## src/rtl/jt49_pkg.sv

```systemverilog
// jt49 shared definitions: register indices, read/use masks and the log DAC table.
package jt49_pkg;

    localparam logic [3:0] REG_NOISE_PER  = 4'd6;
    localparam logic [3:0] REG_MIXER      = 4'd7;
    localparam logic [3:0] REG_AMP_A      = 4'd8;
    localparam logic [3:0] REG_ENV_FINE   = 4'd11;
    localparam logic [3:0] REG_ENV_COARSE = 4'd12;
    localparam logic [3:0] REG_ENV_SHAPE  = 4'd13;
    localparam logic [3:0] REG_IOA        = 4'd14;
    localparam logic [3:0] REG_IOB        = 4'd15;

    localparam logic [7:0] MASK_TONE_HI = 8'h0F;
    localparam logic [7:0] MASK_NOISE   = 8'h1F;
    localparam logic [7:0] MASK_AMP     = 8'h1F;
    localparam logic [7:0] MASK_SHAPE   = 8'h0F;
    localparam logic [7:0] MASK_FULL    = 8'hFF;

    // Bits that are meaningful in each register; registers keep the raw byte.
    function automatic logic [7:0] reg_mask(input logic [3:0] idx);
        case (idx)
            4'd1, 4'd3, 4'd5:    reg_mask = MASK_TONE_HI;
            REG_NOISE_PER:       reg_mask = MASK_NOISE;
            4'd8, 4'd9, 4'd10:   reg_mask = MASK_AMP;
            REG_ENV_SHAPE:       reg_mask = MASK_SHAPE;
            default:             reg_mask = MASK_FULL;
        endcase
    endfunction

    // Roughly 1.5 dB per step, silent at 0, full scale at 31.
    function automatic logic [7:0] dac_log(input logic [4:0] idx);
        case (idx)
            5'd0:  dac_log = 8'd0;    5'd1:  dac_log = 8'd1;
            5'd2:  dac_log = 8'd1;    5'd3:  dac_log = 8'd1;
            5'd4:  dac_log = 8'd2;    5'd5:  dac_log = 8'd2;
            5'd6:  dac_log = 8'd3;    5'd7:  dac_log = 8'd3;
            5'd8:  dac_log = 8'd4;    5'd9:  dac_log = 8'd5;
            5'd10: dac_log = 8'd6;    5'd11: dac_log = 8'd7;
            5'd12: dac_log = 8'd9;    5'd13: dac_log = 8'd11;
            5'd14: dac_log = 8'd13;   5'd15: dac_log = 8'd15;
            5'd16: dac_log = 8'd18;   5'd17: dac_log = 8'd22;
            5'd18: dac_log = 8'd26;   5'd19: dac_log = 8'd31;
            5'd20: dac_log = 8'd37;   5'd21: dac_log = 8'd44;
            5'd22: dac_log = 8'd53;   5'd23: dac_log = 8'd63;
            5'd24: dac_log = 8'd75;   5'd25: dac_log = 8'd90;
            5'd26: dac_log = 8'd107;  5'd27: dac_log = 8'd128;
            5'd28: dac_log = 8'd152;  5'd29: dac_log = 8'd181;
            5'd30: dac_log = 8'd215;  default: dac_log = 8'd255;
        endcase
    endfunction

    // A fixed 4-bit amplitude sits on the odd table entries; zero stays silent.
    function automatic logic [4:0] amp_index(input logic [3:0] amp);
        amp_index = (amp == 4'd0) ? 5'd0 : {amp, 1'b1};
    endfunction

endpackage

```

## src/rtl/jt49_env.sv

```systemverilog
// jt49 envelope generator: period divider, 32-step ramp and CONT/ATT/ALT/HOLD shaping.
module jt49_env (
    input  logic        clk,
    input  logic        reset,
    input  logic        tick_i,     // one pulse per 8 internal enables
    input  logic [15:0] period_i,
    input  logic [3:0]  shape_i,    // {CONT, ATT, ALT, HOLD}
    input  logic        restart_i,  // shape register being written this clk
    input  logic        att_i,      // ATT bit of the value being written
    output logic [4:0]  level_o
);

    logic [15:0] cnt_q;
    logic [4:0]  step_q;
    logic        dir_up_q;
    logic        hold_q;
    logic [15:0] per_eff;

    assign per_eff = (period_i == 16'd0) ? 16'd1 : period_i;

    // Step the ramp on each period expiry; at the end of a ramp apply the shape bits.
    // Out of reset the envelope is parked silent (up direction, step 0, held).
    always_ff @(posedge clk) begin
        if (reset) begin
            cnt_q    <= 16'd0;
            step_q   <= 5'd0;
            dir_up_q <= 1'b1;
            hold_q   <= 1'b1;
        end else if (restart_i) begin
            cnt_q    <= 16'd0;
            step_q   <= 5'd0;
            dir_up_q <= att_i;
            hold_q   <= 1'b0;
        end else if (tick_i && !hold_q) begin
            if ({1'b0, cnt_q} + 17'd1 >= {1'b0, per_eff}) begin
                cnt_q <= 16'd0;
                if (step_q == 5'd31) begin
                    if (!shape_i[3]) begin
                        step_q   <= 5'd0;
                        dir_up_q <= 1'b1;
                        hold_q   <= 1'b1;
                    end else if (shape_i[0]) begin
                        hold_q <= 1'b1;
                        if (shape_i[1]) begin
                            dir_up_q <= ~dir_up_q;
                        end
                    end else if (shape_i[1]) begin
                        dir_up_q <= ~dir_up_q;
                        step_q   <= 5'd0;
                    end else begin
                        step_q <= 5'd0;
                    end
                end else begin
                    step_q <= step_q + 5'd1;
                end
            end else begin
                cnt_q <= cnt_q + 16'd1;
            end
        end
    end

    assign level_o = dir_up_q ? step_q : ~step_q;

endmodule

```

## src/rtl/jt49_psg.sv

```systemverilog
// jt49 PSG top: register file, enable prescaler, tone/noise generators, mixer and log DAC.
module jt49_psg
    import jt49_pkg::*;
(
    input  logic       clk,
    input  logic       reset,
    input  logic       clk_en,
    input  logic       sel,
    input  logic       cs_n,
    input  logic       wr_n,
    input  logic [3:0] addr,
    input  logic [7:0] din,
    output logic [7:0] dout,
    output logic [7:0] A,
    output logic [7:0] B,
    output logic [7:0] C,
    output logic [9:0] sound,
    output logic       sample,
    input  logic [7:0] IOA_in,
    input  logic [7:0] IOB_in,
    output logic [7:0] IOA_out,
    output logic [7:0] IOB_out
);

    logic [7:0] regs_q [16];
    logic       wr_en;
    logic       half_q;
    logic       int_en;
    logic [2:0] pre_q;
    logic       tick;
    logic [2:0] sq;
    logic [4:0] noise_cnt_q;
    logic [4:0] noise_per;
    logic [16:0] lfsr_q;
    logic [4:0] env_level;
    logic [7:0] lvl_d [3];
    logic [7:0] lvl_q [3];
    logic [9:0] sound_q;
    logic       sample_q;

    assign wr_en = !cs_n && !wr_n;

    // Host writes land on any clk, independent of the chip clock enable.
    always_ff @(posedge clk) begin
        if (reset) begin
            for (int i = 0; i < 16; i++) begin
                regs_q[i] <= 8'd0;
            end
        end else if (wr_en) begin
            regs_q[addr] <= din;
        end
    end

    // Readback: masked register, or the pin value when the port is an input.
    always_comb begin
        dout = regs_q[addr] & reg_mask(addr);
        if (addr == REG_IOA && !regs_q[REG_MIXER][6]) begin
            dout = IOA_in;
        end
        if (addr == REG_IOB && !regs_q[REG_MIXER][7]) begin
            dout = IOB_in;
        end
    end

    assign IOA_out = regs_q[REG_IOA];
    assign IOB_out = regs_q[REG_IOB];

    // Divide-by-two of the chip clock when SEL is low.
    always_ff @(posedge clk) begin
        if (reset) begin
            half_q <= 1'b0;
        end else if (clk_en) begin
            half_q <= ~half_q;
        end
    end

    assign int_en = clk_en && (sel || half_q);

    // Shared /8 prescaler feeding tone, noise and envelope dividers.
    always_ff @(posedge clk) begin
        if (reset) begin
            pre_q <= 3'd0;
        end else if (int_en) begin
            pre_q <= pre_q + 3'd1;
        end
    end

    assign tick = int_en && (pre_q == 3'd7);

    generate
        for (genvar gi = 0; gi < 3; gi++) begin : g_tone
            logic [11:0] cnt_q;
            logic [11:0] period;
            logic [11:0] per_eff;
            logic        sq_q;

            assign period  = {regs_q[2*gi+1][3:0], regs_q[2*gi]};
            assign per_eff = (period == 12'd0) ? 12'd1 : period;

            // Square wave toggles each time the counter reaches the period.
            always_ff @(posedge clk) begin
                if (reset) begin
                    cnt_q <= 12'd0;
                    sq_q  <= 1'b0;
                end else if (tick) begin
                    if ({1'b0, cnt_q} + 13'd1 >= {1'b0, per_eff}) begin
                        cnt_q <= 12'd0;
                        sq_q  <= ~sq_q;
                    end else begin
                        cnt_q <= cnt_q + 12'd1;
                    end
                end
            end

            assign sq[gi] = sq_q;
        end
    endgenerate

    assign noise_per = (regs_q[REG_NOISE_PER][4:0] == 5'd0) ? 5'd1 : regs_q[REG_NOISE_PER][4:0];

    // Noise LFSR shifts once per noise period expiry.
    always_ff @(posedge clk) begin
        if (reset) begin
            noise_cnt_q <= 5'd0;
            lfsr_q      <= 17'd1;
        end else if (tick) begin
            if ({1'b0, noise_cnt_q} + 6'd1 >= {1'b0, noise_per}) begin
                noise_cnt_q <= 5'd0;
                lfsr_q      <= {lfsr_q[0] ^ lfsr_q[3], lfsr_q[16:1]};
            end else begin
                noise_cnt_q <= noise_cnt_q + 5'd1;
            end
        end
    end

    jt49_env u_env (
        .clk       (clk),
        .reset     (reset),
        .tick_i    (tick),
        .period_i  ({regs_q[REG_ENV_COARSE], regs_q[REG_ENV_FINE]}),
        .shape_i   (regs_q[REG_ENV_SHAPE][3:0]),
        .restart_i (wr_en && (addr == REG_ENV_SHAPE)),
        .att_i     (din[2]),
        .level_o   (env_level)
    );

    generate
        for (genvar gi = 0; gi < 3; gi++) begin : g_mix
            logic       ch_on;
            logic [4:0] amp;
            logic [4:0] idx;

            assign ch_on = (sq[gi] | regs_q[REG_MIXER][gi]) & (lfsr_q[0] | regs_q[REG_MIXER][gi+3]);
            assign amp   = regs_q[int'(REG_AMP_A) + gi][4:0];
            assign idx   = amp[4] ? env_level : amp_index(amp[3:0]);
            assign lvl_d[gi] = ch_on ? dac_log(idx) : 8'd0;
        end
    endgenerate

    // Output stage: levels, mix and sample strobe all move on the internal enable.
    always_ff @(posedge clk) begin
        if (reset) begin
            for (int i = 0; i < 3; i++) begin
                lvl_q[i] <= 8'd0;
            end
            sound_q  <= 10'd0;
            sample_q <= 1'b0;
        end else begin
            sample_q <= int_en;
            if (int_en) begin
                for (int i = 0; i < 3; i++) begin
                    lvl_q[i] <= lvl_d[i];
                end
                sound_q <= {2'b00, lvl_d[0]} + {2'b00, lvl_d[1]} + {2'b00, lvl_d[2]};
            end
        end
    end

    assign A      = lvl_q[0];
    assign B      = lvl_q[1];
    assign C      = lvl_q[2];
    assign sound  = sound_q;
    assign sample = sample_q;

endmodule

```

## config.mk

```make
export PLATFORM = sky130hd
export DESIGN_NAME = jt49_psg
export DESIGN_NICKNAME = d
export VERILOG_FILES = /design/src/rtl/jt49_pkg.sv /design/src/rtl/jt49_env.sv /design/src/rtl/jt49_psg.sv
export SDC_FILE = /design/constraint.sdc
export NUM_CORES = 1
export LEC_CHECK = 0
export BUFFER_PORTS_ARGS = -buffer_cell sky130_fd_sc_hd__buf_2
export CAP_MARGIN = 5
export CORE_ASPECT_RATIO = 0.8
export CORE_UTILIZATION = 56
export DETAILED_ROUTE_END_ITERATION = 10
export PLACE_DENSITY = 0.77
export SETUP_SLACK_MARGIN = 0.5
export SLEW_MARGIN = 20
export SYNTH_ARGS = -nofsm -noshare
export SYNTH_HDL_FRONTEND = slang
export SYNTH_HIERARCHICAL = 1
export SYNTH_SLANG_ARGS = --single-unit
```

## constraint.sdc

```tcl
create_clock -name clk -period 3.75 [get_ports clk]
set_clock_uncertainty 0.05 [all_clocks]
set_input_delay 0.375 -clock clk [delete_from_list [all_inputs] [get_ports clk]]
set_output_delay 0.375 -clock clk [all_outputs]
set_load 0.01 [all_outputs]
```

# Word-level counts from Yosys, hierarchy flattened
# Memories as Yosys holds them, arrays and structs flattened.
# Index checks and enable logic that the tools add are counted.
totals:
  rom_bits: 832
  ff_bits: 99
  ramBits: 152
  memories: 6
memory_table:
  columns: ["name", "words", "width", "read_ports", "rd_clocked_by_memory_dff", "wr", "line_no", "rtl"]
  rows:
  - ["(name not given)", 32, 8, 1, 0, 0, "jt49_pkg.sv:32", "case (idx)"]
  - ["(name not given)", 32, 8, 1, 0, 0, "jt49_pkg.sv:32", null]
  - ["(name not given)", 32, 8, 1, 0, 0, "jt49_pkg.sv:32", null]
  - ["regs_q", 16, 8, 17, 0, 16, "jt49_psg.sv:25", "logic [7:0] regs_q [16];"]
  - ["(name not given)", 16, 4, 1, 0, 0, "jt49_pkg.sv:21", "case (idx)"]
  - ["lvl_q", 3, 8, 3, 0, 3, "jt49_psg.sv:37", "logic [7:0] lvl_q [3];"]
op_classes:
  n_addsub: 14
  mux: 51
  n_lt_le_gt_ge: 5
  reduce_logical: 33
  n_bitwise: 20
  eq_ne: 8
op_table:
  columns: ["op", "n"]
  rows:
  - ["$mux 12", 6]
  - ["$mux 8", 9]
  - ["$mux 5", 12]
  - ["$add 12x1->13 const B", 3]
  - ["$ge 13x12->1", 3]
  - ["$add 12x1->12 const B", 3]
  - ["$logic_not 12->1", 3]
  - ["$mux 16", 2]
  - ["$mux 1", 21]
  - ["$add 16x1->17 const B", 1]
  - ["$ge 17x16->1", 1]
  - ["$add 16x1->16 const B", 1]
  - ["$logic_not 16->1", 1]
  - ["$eq 4x4->1 const B", 3]
  - ["$logic_not 4->1", 3]
  - ["$add 5x1->5 const B", 2]
  - ["$add 9x8->10", 1]
  - ["$add 8x8->9", 1]
  - ["$ne 3x3->1 const B", 3]
  - ["$or 1x1->1", 9]
  - ["$and 8x8->8", 1]
  - ["$reduce_and 2->1", 4]
  - ["$reduce_and 4->1", 2]
  - ["$reduce_or 8->1", 1]
  - ["17 further kinds", 35]

# Longest topological paths before layout
# An unclocked memory read counts as a cell.
logic_depth:
  depth_word: 8
  ltp_mapped: 21
  depth_no_buf: 20

# Modules after synthesis
# The synthesis kept the hierarchy.
modules_own_cells:
  columns: ["mod", "area_per_inst_um2", "instances", "cells_per_inst"]
  rows:
  - ["jt49_psg", 13106.3, 1, 1258]
  - ["jt49_env", 1793.0, 1, 222]

# Worst setup path before layout
# OpenSTA, ideal clock, no wires.
synth_timing:
  path_kind: "flip-flop to flip-flop"
  start: "reg u_env.dir_up_q"
  end: "reg sound_q[7] (netlist: sound[7])"
  path_buffers: 1
  path_stages_with_launch: 20
  arrival_ns: 3.879
  path_slack_ns: -0.312
  cell_sequence: "dfxtp_1 clkbuf_1 xnor2_1 mux2i_1 inv_1 ha_1 inv_1 o211ai_1 o21ai_0 o31a_1 fa_1 inv_1 ha_1 fa_1 a21o_1 a21oi_1 o21ai_0 xor2_1 nand2_1 a21oi_1"
synth_via:
  elab_chain_len: 6
  word_cells_on_any_way: 12
synth_lines:
  columns: ["element", "line_no", "rtl"]
  rows:
  - ["start: declaration", "jt49_env.sv:15", "logic dir_up_q;"]
  - ["start signal: assignment", "jt49_env.sv:32", "dir_up_q <= att_i;"]
  - ["start signal: assignment", "jt49_env.sv:45", "dir_up_q <= ~dir_up_q;"]
  - ["start signal: assignment", "jt49_env.sv:48", "dir_up_q <= ~dir_up_q;"]
  - ["$mux 5 *", "jt49_env.sv:62", "assign level_o = dir_up_q ? step_q : ~step_q;"]
  - ["net env_level[1]", "jt49_psg.sv:35", "logic [4:0] env_level;"]
  - ["$mux 5", "jt49_psg.sv:155", "assign idx = amp[4] ? env_level : amp_index(amp[3:0]);"]
  - ["$mem_v2 32x8", null, null]
  - ["$mux 8", "jt49_psg.sv:156", "assign lvl_d[gi] = ch_on ? dac_log(idx) : 8'd0;"]
  - ["$add 8x8->9", "jt49_psg.sv:174", "sound_q <= {2'b00, lvl_d[0]} + {2'b00, lvl_d[1]} + {2'b00, lvl_d[2]};"]
  - ["$add 9x8->10 *", "jt49_psg.sv:174", null]
  - ["end signal: assignment", "jt49_psg.sv:174", null]
  - ["end: declaration", "jt49_psg.sv:38", "logic [9:0] sound_q;"]
# Mark *: on every way through the listed nets, which the timed path passes. The rest lies on a longest branch.
# A chain may end at the register's enable or synchronous reset.

==> summary.txt <==
Run status
  • Outcome: finished, violations left
  • Failing checks: setup timing

Clock network
  • TritonCTS clock tree: yes
  • Clk Latency, worst-skew pair: around 0.56 ns
  • H-tree depth: 1
  • Clk sinks: 249
  • Total CTS buffers: 26
  • Max clock buf depth: 3
  • Root buf cell: clkbuf_16
  • Reg clk slew, reported paths: 0.06 ns

STA
  • Final worst slack: -0.0958 ns
  • RSZ-0062 raised after global routing: yes
  • Actual slew at the worst max-slew pin: 0.958 ns
  • Final setup viols: 3
  • Hold_ws: around 0.12 ns
  • Final Hold Fails: 0
  • Fin Setup TNS: -0.189 ns
  • Minimum clock period: approximately 3.8 ns
  • Final Cycle Share: 103%
  • Fmax: 260 MHz
  • Slew Viols, Final: 0
  • Rel. slew slack: 36.1%

Logic synthesis
  • Main combinational cell family by area after synthesis: simple AND/OR/NAND/NOR gates
  • Synth Flop Type: edfxtp_1
  • Cell accounting for the most synthesized area: edfxtp_1
  • Multiplexer area fraction after synthesis: ~8.5%
  • EDFF count, synth: 150
  • Seq/Total Area, Yosys: 43.5%
  • Synth Warn #: 6
  • Post-Synth Adder-Cell Area: 8.68%
  • Post-Synth Simple-Gate Area: 19.7%
  • Area contributors post-synth: edfxtp_1, dfxtp_1, ha_1, mux4_2, and2_1
  • #FFs+latches synth: 249
  • Distinct cells, synth: 68
  • Compound-Gate Fraction of Synth Area: 9.76%
  • Mapped Nets: between 1500 and 2000
  • Cells after Synth: 1480
  • Async SR Flop Fraction: 0%
  • Post-synth top area share: 30.2%
  • Synth Area in XOR/XNOR: 5.70%
  • Mapped cell area: 0.0149 mm2
  • Mean Syn Cell Area: 10.1 um2

Critical path
  • Crit Path Class: register to register
  • CP max stage delay: 0.45 ns
  • Worst path required time: 4.17 ns
  • CP bufs+invs: 4
  • Crit-path cells: buf_12 > mux2_4 > ha_4 > buf_4 > buf_6 > mux4_2 > o21ai_2 > and2_4 > fa_1 > ha_4 > a21o_1 > a21oi_2 > buf_4 > xnor2_2 > nand2_1 > a21oi_2
  • CP startpoint kind: register
  • CP Max Fanout: 10
  • Delay-heaviest family, CP: adder cells
  • CP arrival: 4.26 ns
  • Worst setup EP type: register
  • Worst path slowest cell: mux4_2

Layout
  • Non-filler instance count after layout: 2025
  • Diode count: 0
  • Nets: between 1500 and 2000
  • Post-route cell area: 0.0178 mm2
  • Most frequent cells in the layout: nor2_1, edfxtp_1, and2_1
  • Area delta synth->final: 19.5%
  • Core Util, Final: 68.0%
  • Share of layout cells above drive strength 1: between 20% and 30%
  • Commonest non-fill, non-tap cell in the layout: nor2_1

Detailed routing
  • Final ANT Viol Nets: 0
  • Avg WL per Cell: 18.5 um
  • Vias per cell: 5.93
  • Via count: 12000
  • DRC: 0
  • Wirelength, routed: 37500 um
  • Detailed-router iteration count before antenna repair: 5
  • DR iter-0 viols: 1037

Power
  • Clock power frac: about two fifths
  • Combinational share of power: 13.1%
  • Int Pwr: between 4 and 5 mW
  • Tot Pwr: roughly 6.6 mW
  • P per Cell Area: 372 mW/mm2
  • Psw: 1.73 mW
  • Sequential power share: 46.8%
  • Pleak: 7.27 nW
  • Sw frac: 26.1%
  • Peak VDD IR: 0.000347 V

Global route
  • Grt total ovfl: 0
  • Total GRT Usage: 27.1%
  • Pin count of the biggest net entering global routing: between 40 and 50
  • Vias in the first global route: 11300
  • Initial antenna violation count: 2
  • First-pass GRT wire length: 58600 um

Floorplanning
  • Die ar.: 0.0273 mm2
  • Die Y: 148 um
  • Top-Level Pins: 93
  • FP Rows: 53
  • Die width: 184 um
  • Initial core utilization: a little under three fifths
  • Core ar.: 0.0262 mm2

Placed design
  • Placed Area: 0.0162 mm2
  • Port Buf Inserts: 92
  • Final GP Congestion: 0.915
  • Detailed placer's ending HPWL: ~26000 um
  • Placed Instances: 1935
  • Pre-CTS WS: -0.218 ns

Worst hold path
  • Tightest Hold Check Type: primary input to register

Job
  • Max-cap violations: 0
cell type report:
class                   instances  area (um2)
clock buffers                  26         651
inverters                      92         348
repair buffers                201        1360
well taps                     357         447
fillers                      1917        8380
flip-flops and latches        249        6500
clock inverters                22         243
multi-input cells            1078        8270
routing by layer:
metal,GRT usage [%],vias to the layer above,part of all wire (%)
met5,0,-,0.061
met4,6.38,4,2.1
met3,5.22,71,8.8
met2,42.4,538,45
met1,39.0,5757,44
li1,-,5629,-
Yosys cell counts (4+ instances only):
library cell,count
nand2b_1,10
mux2_2,8
ha_1,89
o22ai_1,7
or2_2,23
xor2_1,29
edfxtp_1,150
nor4_1,15
inv_1,91
clkbuf_1,44
o21ai_0,54
xnor2_1,68
and3_1,9
dfxtp_1,99
nand2_1,110
nand3_1,41
a211oi_1,9
fa_1,9
a21o_1,10
mux2i_1,30
a22oi_1,6
mux4_2,39
nand4_1,13
nor2_1,157
a21oi_1,52
nor3_1,38
o21a_1,6
or3_1,8
o211ai_1,13
a211o_1,4
and2_1,131
o311ai_0,5
and4_1,6
nor2b_1,10
a31oi_1,15
o31ai_1,5
a32o_1,9
buf_2,8
repair_timing:
item / 4_1_cts / 5_1_grt
cloned: 0 / 1
hold buffers: 0 / 0
setup endpoints to repair: 34 / 62
gates resized for setup: 49 / 35
endpoints found under the hold margin: 0 / 0
pin swaps: 44 / 23
setup buffers: 26 / 15
power by group through the flow:
stage / Clock (mW) / Sequential [mW] / Combinational (mW)
2_1_floorplan: 0 / 3.14 / 0.464
3_3_place_gp: 0 / 3.15 / 0.722
3_5_place_dp: 0 / 3.15 / 0.737
4_1_cts: 2.69 / 3.09 / 0.798
5_1_grt: 2.80 / 3.11 / 0.933
6_report: 2.66 / 3.10 / 0.867
worst paths after layout:
| path | endpoint | slack, ns | start | cells past startpoint |
|---|---|---|---|---|
| setup / recovery | sound[5] | -0.1 | regs_q[8][4] | 16 |
| hold / removal | half_q | 0.12 | clk_en | 3 |
| setup reg to reg | sound[5] | -0.1 | regs_q[8][4] | 16 |
| hold reg to reg | sound[9] | 0.40 | sound[9] | 2 |
worst reg2reg max path: stages (launching register included):
cell and delay, ns:
edfxtp_1 0.41, buf_12 0.17, mux2_4 0.35, ha_4 0.18, buf_4 0.13, buf_6 0.11, mux4_2 0.45, o21ai_2 0.18
and2_4 0.16, fa_1 0.44, ha_4 0.26, a21o_1 0.18, a21oi_2 0.18, buf_4 0.15, xnor2_2 0.10, nand2_1 0.09
a21oi_2 0.17
state kept, by name, summed over array words and instances, names as in the netlist:
name            flops
lvl_q              24
sample              1
noise_cnt_q         5
u_env/hold_q        1
u_env/step_q        5
regs_q            126
sound              10
pre_q               3
g_tone.sq_q         3
u_env/cnt_q        16
g_tone.cnt_q       36
half_q              1
u_env/dir_up_q      1
lfsr_q             17
cell families (layout without fill, tap and decap cells):
logic type,Yosys count,count (layout)
AND/OR/NAND/NOR,584,584
XOR/XNOR,97,97
adder cells (fa/ha/maj),98,98
AO/OA/AOI/OAI,222,222
multiplexers,77,77
buffers and inverters,153,341
flip-flops,249,249
Power figures use the tool's default switching activity.
